**config.mk**
```make
export PLATFORM = sky130hd
export DESIGN_NAME = ysyx_24100005_ifu
export DESIGN_NICKNAME = d
export VERILOG_FILES = /design/src/rtl/ysyx_24100005_ifu_pkg.sv /design/src/rtl/ysyx_24100005_pc_gen.sv /design/src/rtl/ysyx_24100005_ifu.sv
export SDC_FILE = /design/constraint.sdc
export NUM_CORES = 1
export LEC_CHECK = 0
export BUFFER_PORTS_ARGS = -buffer_cell sky130_fd_sc_hd__buf_2
export CAP_MARGIN = 25
export CORE_MARGIN = 2
export CORE_UTILIZATION = 45
export CTS_CLUSTER_SIZE = 28
export DETAILED_ROUTE_END_ITERATION = 10
export PLACE_DENSITY = 0.75
export SLEW_MARGIN = 20
export SYNTH_ARGS = -nofsm -noshare
export SYNTH_HDL_FRONTEND = slang
export SYNTH_SLANG_ARGS = --single-unit
```
**constraint.sdc**
```tcl
create_clock -name clk -period 2.3 [get_ports clk]
set_clock_uncertainty 0.05 [all_clocks]
set_input_delay 0.345 -clock clk [delete_from_list [all_inputs] [get_ports clk]]
set_output_delay 0.345 -clock clk [all_outputs]
set_load 0.05 [all_outputs]
```
**src/rtl/ysyx_24100005_ifu_pkg.sv**
```systemverilog
// Shared types and defaults for the instruction fetch unit.
`default_nettype none

package ysyx_24100005_ifu_pkg;

    localparam int          IFU_XLEN     = 32;
    localparam logic [31:0] IFU_RESET_PC = 32'h8000_0000;

    typedef enum logic [1:0] {
        S_REQ  = 2'd0,
        S_WAIT = 2'd1,
        S_HOLD = 2'd2
    } state_e;

endpackage

`default_nettype wire

```
**src/rtl/ysyx_24100005_pc_gen.sv**
```systemverilog
// Next-PC select: reset, then redirect, then sequential advance, else hold.
`default_nettype none

module ysyx_24100005_pc_gen
    import ysyx_24100005_ifu_pkg::*;
#(
    parameter int              XLEN     = IFU_XLEN,
    parameter logic [XLEN-1:0] RESET_PC = IFU_RESET_PC
) (
    input  logic            rst_i,
    input  logic            redirect_valid_i,
    input  logic [XLEN-1:0] redirect_pc_i,
    input  logic            advance_i,
    input  logic [XLEN-1:0] pc_q_i,
    output logic [XLEN-1:0] pc_d_o
);

    always_comb begin
        pc_d_o = pc_q_i;
        if (rst_i) begin
            pc_d_o = RESET_PC;
        end else if (redirect_valid_i) begin
            pc_d_o = redirect_pc_i;
        end else if (advance_i) begin
            pc_d_o = pc_q_i + XLEN'(4);
        end
    end

endmodule

`default_nettype wire

```
**src/rtl/ysyx_24100005_ifu.sv**
```systemverilog
// Instruction fetch unit: owns the PC, issues one imem read at a time and
// hands the fetched word downstream over valid/ready, honouring redirects.
`default_nettype none

module ysyx_24100005_ifu
    import ysyx_24100005_ifu_pkg::*;
#(
    parameter int              XLEN     = IFU_XLEN,
    parameter logic [XLEN-1:0] RESET_PC = IFU_RESET_PC
) (
    input  logic            clk,
    input  logic            rst,
    output logic            imem_req_valid,
    input  logic            imem_req_ready,
    output logic [XLEN-1:0] imem_req_addr,
    input  logic            imem_resp_valid,
    input  logic [XLEN-1:0] imem_resp_data,
    input  logic            imem_resp_err,
    output logic            inst_valid,
    input  logic            inst_ready,
    output logic [XLEN-1:0] inst,
    output logic [XLEN-1:0] inst_pc,
    output logic            inst_fault,
    input  logic            redirect_valid,
    input  logic [XLEN-1:0] redirect_pc
);

    state_e          state_q;
    logic [XLEN-1:0] pc_q;
    logic [XLEN-1:0] pc_d;
    logic            drop_q;
    logic            inst_valid_q;
    logic [XLEN-1:0] inst_q;
    logic [XLEN-1:0] inst_pc_q;
    logic            inst_fault_q;

    logic            misaligned;
    logic            req_fire;
    logic            advance;

    assign misaligned     = |pc_q[1:0];
    assign imem_req_valid = !rst && (state_q == S_REQ) && !misaligned;
    assign imem_req_addr  = pc_q;
    assign req_fire       = imem_req_valid && imem_req_ready;
    assign advance        = (state_q == S_HOLD) && inst_ready;

    ysyx_24100005_pc_gen #(
        .XLEN     (XLEN),
        .RESET_PC (RESET_PC)
    ) u_pc_gen (
        .rst_i            (rst),
        .redirect_valid_i (redirect_valid),
        .redirect_pc_i    (redirect_pc),
        .advance_i        (advance),
        .pc_q_i           (pc_q),
        .pc_d_o           (pc_d)
    );

    always_ff @(posedge clk) begin
        pc_q <= pc_d;
    end

    always_ff @(posedge clk) begin
        if (rst) begin
            state_q      <= S_REQ;
            drop_q       <= 1'b0;
            inst_valid_q <= 1'b0;
            inst_q       <= '0;
            inst_pc_q    <= RESET_PC;
            inst_fault_q <= 1'b0;
        end else begin
            case (state_q)
                S_REQ: begin
                    // A request already accepted under a redirect is stale; its response must be eaten.
                    if (redirect_valid) begin
                        if (req_fire) begin
                            state_q <= S_WAIT;
                            drop_q  <= 1'b1;
                        end
                    end else if (misaligned) begin
                        state_q      <= S_HOLD;
                        inst_valid_q <= 1'b1;
                        inst_fault_q <= 1'b1;
                        inst_q       <= '0;
                        inst_pc_q    <= pc_q;
                    end else if (req_fire) begin
                        state_q <= S_WAIT;
                    end
                end
                S_WAIT: begin
                    if (imem_resp_valid) begin
                        if (drop_q || redirect_valid) begin
                            drop_q  <= 1'b0;
                            state_q <= S_REQ;
                        end else begin
                            state_q      <= S_HOLD;
                            inst_valid_q <= 1'b1;
                            inst_q       <= imem_resp_err ? '0 : imem_resp_data;
                            inst_pc_q    <= pc_q;
                            inst_fault_q <= imem_resp_err;
                        end
                    end else if (redirect_valid) begin
                        drop_q <= 1'b1;
                    end
                end
                S_HOLD: begin
                    if (redirect_valid || inst_ready) begin
                        inst_valid_q <= 1'b0;
                        state_q      <= S_REQ;
                    end
                end
                default: begin
                    state_q <= S_REQ;
                end
            endcase
        end
    end

    assign inst_valid = inst_valid_q;
    assign inst       = inst_q;
    assign inst_pc    = inst_pc_q;
    assign inst_fault = inst_fault_q;

    a_resp_only_in_wait: assert property (@(posedge clk) disable iff (rst)
        imem_resp_valid |-> (state_q == S_WAIT))
        else $error("ifu: imem response arrived outside WAIT");

endmodule

`default_nettype wire
```
; ---- After elaboration in Yosys (flattened, before gate mapping)
; Index checks and enable logic that the tools add are counted.
[word_totals]
regBits = 101
in_bits = 71
wordCells = 71
[classes]
addsub = 1
eq_ne = 11
mux = 35
n_reduce_logical = 17
[ops]
columns = cell, count
row1 = $mux 32, 11
row2 = $pmux 32 s2, 2
row3 = $add 32x3->32 const B, 1
row4 = $mux 1, 12
row5 = $mux 2, 6
row6 = $ne 2x2->1 const B, 6
row7 = $reduce_and 5->1, 2
row8 = $ne 3x3->1 const B, 2
row9 = $pmux 2 s3, 1
row10 = $reduce_and 6->1, 1
row11 = $logic_and 1x1->1, 4
row12 = $pmux 1 s2, 2
row13 = $reduce_bool 2->1, 2
row14 = $pmux 1 s3, 1
row15 = $reduce_bool 3->1, 1
row16 = $eq 2x1->1 const B, 1
row17 = $eq 2x2->1 const B, 1
row18 = $logic_not 1->1, 2
row19 = $logic_not 2->1, 1
row20 = $logic_or 1x1->1, 2
row21 = $ne 2x1->1 const B, 1
row22 = $reduce_and 2->1, 1
row23 = $reduce_or 2->1, 1

; ---- Logic depth before layout (Yosys ltp)
; Gate-level depths: netlist of run 1.
[logic_depth]
word_depth = 8
ltp_mapped = 8

; ---- Hierarchy
; Synthesis of run 1 repeated with hierarchy kept, for this count alone.
[hier_totals]
hier_cells = 523
area_unflattened_um2 = 4719.5
[modules_own_cells]
columns = mod, instances, cells_each, area_per_inst_um2
row1 = ysyx_24100005_ifu, 1, 317, 3455.8
row2 = ysyx_24100005_pc_gen, 1, 206, 1263.7

; ---- Worst setup path before layout of run 1
; Ideal clock, no wire load.
[synth_path]
kind = flip-flop to output port
from = register pc_q[1], in the netlist imem_req_addr[1]
to = output imem_req_valid
t_arrival_ns = 2.411
required_time_ns = 1.905
slack_ns = -0.506
stages_incl_launch_ff = 3
n_path_buf = 0
path_cell_list = dfxtp_1 nor2_1 nor4b_1
[synth_via]
elab_chain_len = 3
[synth_rtl]
columns = item, line_no
row1 = "start, declared", ysyx_24100005_ifu.sv:29  ; logic [XLEN-1:0] pc_q;
row2 = "start signal, assigned", ysyx_24100005_ifu.sv:60  ; pc_q <= pc_d;
row3 = $reduce_or 2->1, ysyx_24100005_ifu.sv:41  ; assign misaligned = |pc_q[1:0];
row4 = $logic_not 1->1, ysyx_24100005_ifu.sv:42  ; assign imem_req_valid = !rst && (state_q == S_REQ) && !misaligned;
row5 = $logic_and 1x1->1, ysyx_24100005_ifu.sv:42
row6 = "end, declared", ysyx_24100005_ifu.sv:13  ; output logic imem_req_valid,
; No other way between the ends.

; ---- Worst setup path after layout of run 1
[layout_path]
from = register pc_q[1], in the netlist imem_req_addr[1]
to = register inst_q[1], in the netlist inst[1]
[layout_via]
elab_chain_len = 3
[layout_rtl]
columns = item, line_no
row1 = $reduce_or 2->1, ysyx_24100005_ifu.sv:41
row2 = $ne 2x2->1 (no source line), n/a
row3 = $reduce_and 5->1 (no source line), n/a
row4 = "end signal, assigned", ysyx_24100005_ifu.sv:98  ; inst_q <= imem_resp_err ? '0 : imem_resp_data;
row5 = "end, declared", ysyx_24100005_ifu.sv:33  ; logic [XLEN-1:0] inst_q;
; No other way between the ends.
; A chain may end at the register's enable or synchronous reset.

==> flow_metrics.tcl, run 1 <==
set metrics [dict create \
    die_w_um 101 \
    clkPwrFrac_pct 30.9 \
    start_util_pct 45.9 \
    timing.fmax_ghz 0.477 \
    syn_area_per_cell_sq_um 8.97 \
    fin_nets 699 \
    cp.buffers_inverters 1 \
    finalPower_uw 3630 \
    slowest_delay_ps 640 \
    yosysWarnings 0 \
    antenna_found_initial 0 \
    clockBufferDepth 2 \
    clkSinkCount 101 \
    synthesis.area_sq_um 4210 \
    num_vias 3879 \
    yosysMostFrequentCell "dfxtp_1" \
    pwr-share-seq_pct 52.1 \
    diodes 0 \
    syn_nets 541 \
    cp.arrival_ps 2370 \
    cts_setup_buffers 0 \
    drv_slew 0 \
    yosys-top-cells-count "dfxtp_1 (101), nand2_1 (78), a21oi_1 (54)" \
    p_switching_uw 1200 \
    final_cell_area_sq_um 5340 \
    status "finished, final reports clean" \
    place_area_sq_um 5140 \
    worst_pin_slew_ps 845 \
    netlist_top_cells_area "dfxtp_1 (48%), nand2_1 (7.0%), a22o_1 (6.7%), a21oi_1 (6.4%), xor2_1 (3.3%)" \
    cts_resized 0 \
    port_buffers 169 \
    static-leakage-power_uw 0.00251 \
    hold_violations 0 \
    required_ps 2570 \
    overflow 0 \
    critical_path.max_fanout 20 \
    cts.clk_slew.worst_paths_ps 120 \
    switching_share_pct 33.1 \
    h-tree-depth 3 \
    grt_pass1_wl_mm 17.3 \
    cts_root_buf "clkbuf_8" \
    firstDrtPassIters 4 \
    power.density_nw_per_um2 680 \
    synth_edf_count 0 \
    initialDrtViolationCount 78 \
    syn_inst 469 \
    die_y_um 101 \
    critPathSlowestCell "nor2_2" \
    drc 0 \
    insertion_delay_ps 370 \
    yosysTopAreaCell "dfxtp_1" \
    post-dp-hpwl_mm 7.83 \
    crit_path_cell_trace "nor2_1 -> o21a_1 -> nor3_4 -> nor2_2 -> buf_6 -> a22o_1" \
    setup_violations 0 \
    fill_cells 841 \
    async_flop_share_pct 0 \
    gp_congestion 0.801 \
    fin_crit_ps 2100 \
    num_rows 35 \
    totalWireLength_mm 11.0 \
    start_kind "flip-flop" \
    synth_top_area_share_pct 48.1 \
    drtAntennaViolNets 0 \
    max-slew-margin-rel_pct 43.6 \
    timing.hold.ws_ps 115 \
    p_int_uw 2430 \
    fin_tns_setup_ps 0 \
    synth_ff_type "dfxtp_1" \
    critPathKind "reg2reg" \
    drive_above_1_share_pct 33.9 \
    rsz0062_at_grt "false" \
    yosysSeqAreaShare_pct 48.1 \
    hold_path.class "in2reg" \
    finalCritPeriodShare_pct 91.2 \
    synth_cell_types 44 \
    avgRoutedWirePerCell_um 14.8 \
    cap_violations 0 \
    vias_per_cell 5.22 \
    ir_worst_vdd_mv 0.314 \
    cpLargestDelayFamily "simple AND/OR/NAND/NOR gates" \
    cts_buffers 9 \
    area_delta_synth_final_pct 27.0 \
    ioPinCount 170 \
    ys_ff_latch 101 \
    comb_power_share_pct 16.9 \
    core_sq_um 9150 \
    grtUsageTotal_pct 21.1 \
    endpoint_kind "flip-flop" \
    cts_tree "yes" \
    ctsHoldBuffers 0 \
    dieArea_sq_um 10100 \
    grt_max_degree 51 \
    grt_pass1_vias 3685 \
]
[power groups by stage]
stage                     combinational (uW)  sequential [uW]  clock (uW)
after floorplan                          224             2130           0
after global placement                   603             1930           0
after detailed placement                 616             1930           0
after CTS                                618             1890        1150
after global routing                     660             1910        1210
final                                    614             1890        1120
[worst register-to-register path, stage by stage, from the launching register on]
cell	delay (ps)
dfxtp_1	350
nor2_1	290
o21a_1	250
nor3_4	60
nor2_2	640
buf_6	260
a22o_1	160
[cells by family (layout without fill, tap and decap cells)]
logic type / after synthesis / in the layout / synth area share [%]
flip-flops: 101 / 101 / 48.1
multiplexers: 10 / 10 / 2.41
AO/OA/AOI/OAI: 113 / 113 / 17.9
adder cells (fa/ha/maj): 1 / 1 / 0.297
XOR/XNOR: 28 / 28 / 5.83
AND/OR/NAND/NOR: 162 / 162 / 20.0
buffers and inverters: 54 / 217 / 5.56
[flip-flops by register name, indices dropped and copies added (netlist names)]
register	count
inst_valid	1
inst_fault	1
imem_req_addr	32
inst_pc	32
state_q	2
inst	32
drop_q	1
[routing by layer]
| metal | GRT usage (%) | vias up | share of wire (%) |
|---|---|---|---|
| li1 | - | 1934 | - |
| met1 | 26.3 | 1821 | 45 |
| met2 | 36.0 | 111 | 48 |
| met3 | 4.37 | 13 | 4.9 |
| met4 | 7.69 | 0 | 1.6 |
| met5 | 0 | - | 0 |
[through the flow]
step | util (%) | worst slack, ps | std cells
floorplan | - | 196 | 469
global placement | 56.0 | 201 | 726
detailed placement | 56.2 | 255 | 727
CTS | 58.3 | 213 | 743
global route | 58.3 | 57.2 | 743
finish | 58.3 | 203 | 743
[cell type report]
cell class | instances | area, sq um | share of cell area (%)
multi-input combinational | 314 | 1970 | 37.0
inverter | 22 | 82.6 | 1.55
clock buffer | 9 | 124 | 2.32
tap | 111 | 139 | 2.60
timing repair buffer | 179 | 925 | 17.3
sequential | 101 | 2020 | 37.9
clock inverter | 7 | 73.8 | 1.38
[path summary, 6_finish.rpt]
check / from / end / slack [ps] / cells after the start
max: imem_req_addr[1]$_SDFFE_PP0P_ / inst[1]$_SDFFE_PP0P_ / 200 / 6
min: imem_resp_data[5] / inst[5]$_SDFFE_PP0P_ / 110 / 2
max reg2reg: imem_req_addr[1]$_SDFFE_PP0P_ / inst[1]$_SDFFE_PP0P_ / 200 / 6
min reg2reg: inst_pc[22]$_SDFFE_PP0P_ / inst_pc[22]$_SDFFE_PP0P_ / 410 / 2
[layout by cell type (no fill, tap or decap), types with 9 or more instances in the layout]
master and instances:
nor3_1 13, o21a_1 17, xnor2_1 12, buf_2 169, nor2_1 24, xor2_1 16
inv_1 22, nand2_1 78, a21oi_1 54, clkbuf_8 9, dfxtp_1 101, buf_4 9
mux2i_1 9, a22o_1 32
No activity file was read; power rests on OpenSTA's default activity.
==> run 2, diff against run 1 <==
--- a/config.mk
+++ b/config.mk
@@ -7,11 +7,15 @@
 export LEC_CHECK = 0
 export BUFFER_PORTS_ARGS = -buffer_cell sky130_fd_sc_hd__buf_2
 export CAP_MARGIN = 25
+export CELL_PAD_IN_SITES_DETAIL_PLACEMENT = 0
+export CELL_PAD_IN_SITES_GLOBAL_PLACEMENT = 1
 export CORE_MARGIN = 2
-export CORE_UTILIZATION = 45
+export CORE_UTILIZATION = 35
 export CTS_CLUSTER_SIZE = 28
 export DETAILED_ROUTE_END_ITERATION = 10
-export PLACE_DENSITY = 0.75
+export GPL_ROUTABILITY_DRIVEN = 1
+export MAX_ROUTING_LAYER = met4
+export PLACE_DENSITY = 0.8
 export SLEW_MARGIN = 20
 export SYNTH_ARGS = -nofsm -noshare
 export SYNTH_HDL_FRONTEND = slang
==> flow_metrics.tcl, run 2 (synthesized netlist as in run 1, its figures left out) <==
set metrics [dict create \
    dieArea_sq_um 12900 \
    die_y_um 114 \
    static-leakage-power_uw 0.00257 \
    vias_per_cell 4.86 \
    initialDrtViolationCount 196 \
    mostFrequentLayoutCell "buf_2" \
    area_delta_synth_final_pct 31.5 \
    cts_root_buf "clkbuf_16" \
    p_int_uw 2990 \
    grtUsageTotal_pct 17.4 \
    num_vias 3792 \
    hold_violations 0 \
    drtAntennaViolNets 0 \
    drv_slew 0 \
    drive_above_1_share_pct 33.9 \
    setup_violations 0 \
    max-slew-margin-rel_pct 54.7 \
    rsz0062_at_grt "false" \
    timing.fmax_ghz 0.511 \
    totalWireLength_mm 11.3 \
    port_buffers 169 \
    startpoint "imem_req_addr[2]$_SDFFE_PP0N_" \
    ir_worst_vdd_mv 0.426 \
    clkSinkCount 101 \
    start_util_pct 35.5 \
    critical_path.max_fanout 6 \
    pwr-share-seq_pct 45.5 \
    holdCritStartpoint "imem_resp_data[20]" \
    cts_buffers 9 \
    clkPwrFrac_pct 39.5 \
    cp.arrival_ps 2140 \
    num_rows 40 \
    insertion_delay_ps 340 \
    clockBufferDepth 2 \
    reg2reg_from "imem_req_addr[2]$_SDFFE_PP0N_" \
    antenna_found_initial 0 \
    start_kind "flip-flop" \
    avgRoutedWirePerCell_um 14.5 \
    gp_congestion 0.810 \
    status "finished, final reports clean" \
    grt_pass1_vias 3467 \
    cts.clk_slew.worst_paths_ps 70 \
    cts_setup_buffers 0 \
    required_ps 2480 \
    diodes 0 \
    h-tree-depth 3 \
    endpoint_kind "flip-flop" \
    die_w_um 114 \
    finalCritPeriodShare_pct 85.1 \
    ioPinCount 170 \
    drc 0 \
    fin_nets 701 \
    ctsHoldBuffers 0 \
    comb_power_share_pct 15.0 \
    grt_max_degree 49 \
    core_sq_um 11900 \
    p_switching_uw 1170 \
    fin_tns_setup_ps 0 \
    power.density_nw_per_um2 752 \
    overflow 0 \
    cts_tree "yes" \
    hold_path.class "in2reg" \
    cts_resized 0 \
    firstDrtPassIters 4 \
    place_area_sq_um 5200 \
    cap_violations 0 \
    timing.hold.ws_ps 158 \
    grt_pass1_wl_mm 17.4 \
    switching_share_pct 28.1 \
    post-dp-hpwl_mm 8.01 \
    fin_crit_ps 1960 \
    worst_pin_slew_ps 678 \
    final_cell_mix "buf_2 (169), dfxtp_1 (101), nand2_1 (78)" \
    final_cell_area_sq_um 5530 \
    critPathKind "reg2reg" \
]
-- run 2: worst max-delay path, stage by stage (launching register included) --
cell	delay, ps
dfxtp_1	460
ha_1	260
and4_2	310
nand2_1	190
nor4_1	290
xor2_1	110
o21a_1	180
-- run 2: path summary, 6_finish.rpt --
kind                                     to  slack, ps  depth (start not counted)
max reg2reg  imem_req_addr[24]$_SDFFE_PP0N_        340                          6
min reg2reg        inst_pc[30]$_SDFFE_PP0P_        400                          2
max          imem_req_addr[24]$_SDFFE_PP0N_        340                          6
min                   inst[20]$_SDFFE_PP0P_        160                          2
-- run 2: power by group through the flow --
stage / sequential [uW] / clock, uW / combinational, uW
final: 1890 / 1640 / 623
after global routing: 1900 / 1770 / 669
after CTS: 1890 / 1690 / 627
after detailed placement: 1930 / 0 / 625
after global placement: 1930 / 0 / 614
after floorplan: 2130 / 0 / 224
-- run 2: area by class of cell --
cell class | count | area [sq um]
sequential | 101 | 2020
tap | 147 | 184
multi-input combinational | 314 | 1970
timing repair buffer | 181 | 943
fill | 1206 | 6330
clock buffer | 11 | 243
clock inverter | 5 | 83.8
inverter | 22 | 82.6
-- run 2: stage by stage --
| step | utilization (%) | power (uW) | worst slack, ps | cells |
|---|---|---|---|---|
| finish | 46.6 | 4160 | 342 | 781 |
| global route | 46.6 | 4340 | 168 | 781 |
| CTS | 46.6 | 4210 | 316 | 781 |
| detailed placement | 43.9 | 2560 | 337 | 765 |
| global placement | 43.8 | 2540 | 203 | 764 |
| floorplan | - | 2350 | 196 | 469 |
-- run 2: metal layers --
layer / vias to the layer above / track usage, % / share of wire (%)
li1: 1928 / - / -
met1: 1766 / 22.3 / 47
met2: 83 / 27.5 / 47
met3: 15 / 2.76 / 3.4
met4: 0 / 7.40 / 2.3
met5: - / - / 0
==> run 3, diff against run 2 <==
==> constraint.sdc (replaced) <==
create_clock -name clk -period 2.3 [get_ports clk]
set_clock_uncertainty 0.05 [all_clocks]
set_input_delay 0.345 -clock clk [delete_from_list [all_inputs] [get_ports clk]]
set_output_delay 0.345 -clock clk [all_outputs]
set_load 0.005 [all_outputs]
==> flow_metrics.tcl, run 3 (synthesized netlist as in run 1, its figures left out) <==
set metrics [dict create \
    required_ps 2490 \
    avgRoutedWirePerCell_um 14.7 \
    final_cell_mix "buf_2 (169), dfxtp_1 (101), nand2_1 (78)" \
    start_kind "flip-flop" \
    clkSinkCount 101 \
    hold_depth 2 \
    area_delta_synth_final_pct 30.3 \
    holdCritStartpoint "imem_resp_data[26]" \
    grtUsageTotal_pct 18.1 \
    start_util_pct 35.5 \
    diodes 0 \
    fin_crit_ps 1980 \
    cp.arrival_ps 2170 \
    cap_violations 0 \
    reg2reg_from "imem_req_addr[2]$_SDFFE_PP0N_" \
    fin_nets 700 \
    status "finished, final reports clean" \
    cts_setup_buffers 0 \
    drv_slew 0 \
    endpoint_kind "flip-flop" \
    slowest_delay_ps 460 \
    power.density_nw_per_um2 695 \
    gp_congestion 0.811 \
    post-place-ws_ps 334 \
    cts.clk_slew.worst_paths_ps 70 \
    hold_path.class "in2reg" \
    r2r_end "imem_req_addr[22]$_SDFFE_PP0N_" \
    overflow 0 \
    cts_resized 0 \
    max-slew-margin-rel_pct 52.3 \
    drive_above_1_share_pct 33.7 \
    post-dp-hpwl_mm 8.14 \
    insertion_delay_ps 340 \
    die_w_um 114 \
    cts_buffers 9 \
    finalCritPeriodShare_pct 86.0 \
    critical_path.max_fanout 6 \
    cts_tree "yes" \
    worst_pin_slew_ps 715 \
    mostFrequentLayoutCell "buf_2" \
    grt_max_degree 49 \
    dieArea_sq_um 12900 \
    critPathSlowestCell "dfxtp_1" \
    grt_pass1_wl_mm 18.3 \
    initialDrtViolationCount 273 \
    die_y_um 114 \
    clockBufferDepth 2 \
    core_sq_um 11900 \
    port_buffers 169 \
    ioPinCount 170 \
    cp.buffers_inverters 0 \
    ctsHoldBuffers 0 \
    path_depth 6 \
    finish.utilization_pct 46.2 \
    hold_violations 0 \
    cpLargestDelayFamily "simple AND/OR/NAND/NOR gates" \
    static-leakage-power_uw 0.00254 \
    cts_root_buf "clkbuf_16" \
    holdPathEnd "inst[26]$_SDFFE_PP0P_" \
    fin_tns_setup_ps 0 \
    crit_path_cell_trace "ha_1 -> and4_2 -> nand2_1 -> nor4_1 -> xor2_1 -> o21a_1" \
    timing.fmax_ghz 0.505 \
    totalWireLength_mm 11.4 \
    setup_ws_ps 321 \
    grt_pass1_vias 3677 \
    firstDrtPassIters 4 \
    h-tree-depth 3 \
    drtAntennaViolNets 0 \
    num_vias 3847 \
    antenna_found_initial 0 \
    rsz0062_at_grt "false" \
    setup_violations 0 \
    critPathKind "reg2reg" \
    drc 0 \
    rrSetupSlack_ps 320 \
    rr_worst_depth 6 \
    num_rows 40 \
    vias_per_cell 4.94 \
    ir_worst_vdd_mv 0.323 \
]
-- run 3: changes by cell type in the layout (fill, tap and decap cells not counted) --
cell and change:
nor4b_1 +1, clkinvlp_4 +2, buf_4 -1, clkbuf_8 -1, bufinv_16 -1, clkinv_4 -1
nor4b_2 -1, clkbuf_1 -1, clkinv_2 +1
-- run 3: how the worst max path moves through the flow --
stage,start,endpoint
after floorplan,imem_req_addr[2]$_SDFFE_PP0N_,imem_req_addr[24]$_SDFFE_PP0N_
after global placement,imem_resp_valid,inst[14]$_SDFFE_PP0P_
after detailed placement,imem_req_addr[3]$_SDFFE_PP0N_,imem_req_addr[22]$_SDFFE_PP0N_
after CTS,imem_req_addr[3]$_SDFFE_PP0N_,imem_req_addr[22]$_SDFFE_PP0N_
after global routing,imem_req_addr[2]$_SDFFE_PP0N_,imem_req_addr[24]$_SDFFE_PP0N_
final,imem_req_addr[2]$_SDFFE_PP0N_,imem_req_addr[22]$_SDFFE_PP0N_
-- run 3: power breakdown --
| part | internal (uW) | switching (uW) |
|---|---|---|
| Combinational | 187 | 213 |
| Clock | 836 | 678 |
| Sequential | 1810 | 78.9 |
-- run 3: worst register-to-register path: cells and delay by family, from the launching register on --
family	cells	cell delay, ps
xor+xnor	1	130
flops	1	460
compound gates	1	180
fa+ha+maj	1	270
simple gates	3	780
-- run 3: area by class of cell --
type	count	area, sq um
Multi-Input combinational cell	314	1970
Clock inverter	6	65.1
Inverter	22	82.6
Timing Repair Buffer	180	936
Tap cell	147	184
Fill cell	1209	6380
Clock buffer	9	225
Sequential cell	101	2020
-- run 3: metal layers --
metal	vias up	GRT usage [%]	routed length, um
li1	1932	-	-
met1	1804	23.1	5260
met2	93	28.6	5450
met3	18	3.56	500
met4	0	6.42	215
met5	-	-	0
-- run 3: metrics by stage --
stage	cells	cell area [sq um]	total power [uW]	hold WS, ps
CTS	779	5480	3860	145
global placement	763	5180	2320	389
detailed placement	764	5190	2340	394
global route	779	5480	3970	145
floorplan	469	4210	2140	391
finish	779	5480	3810	159
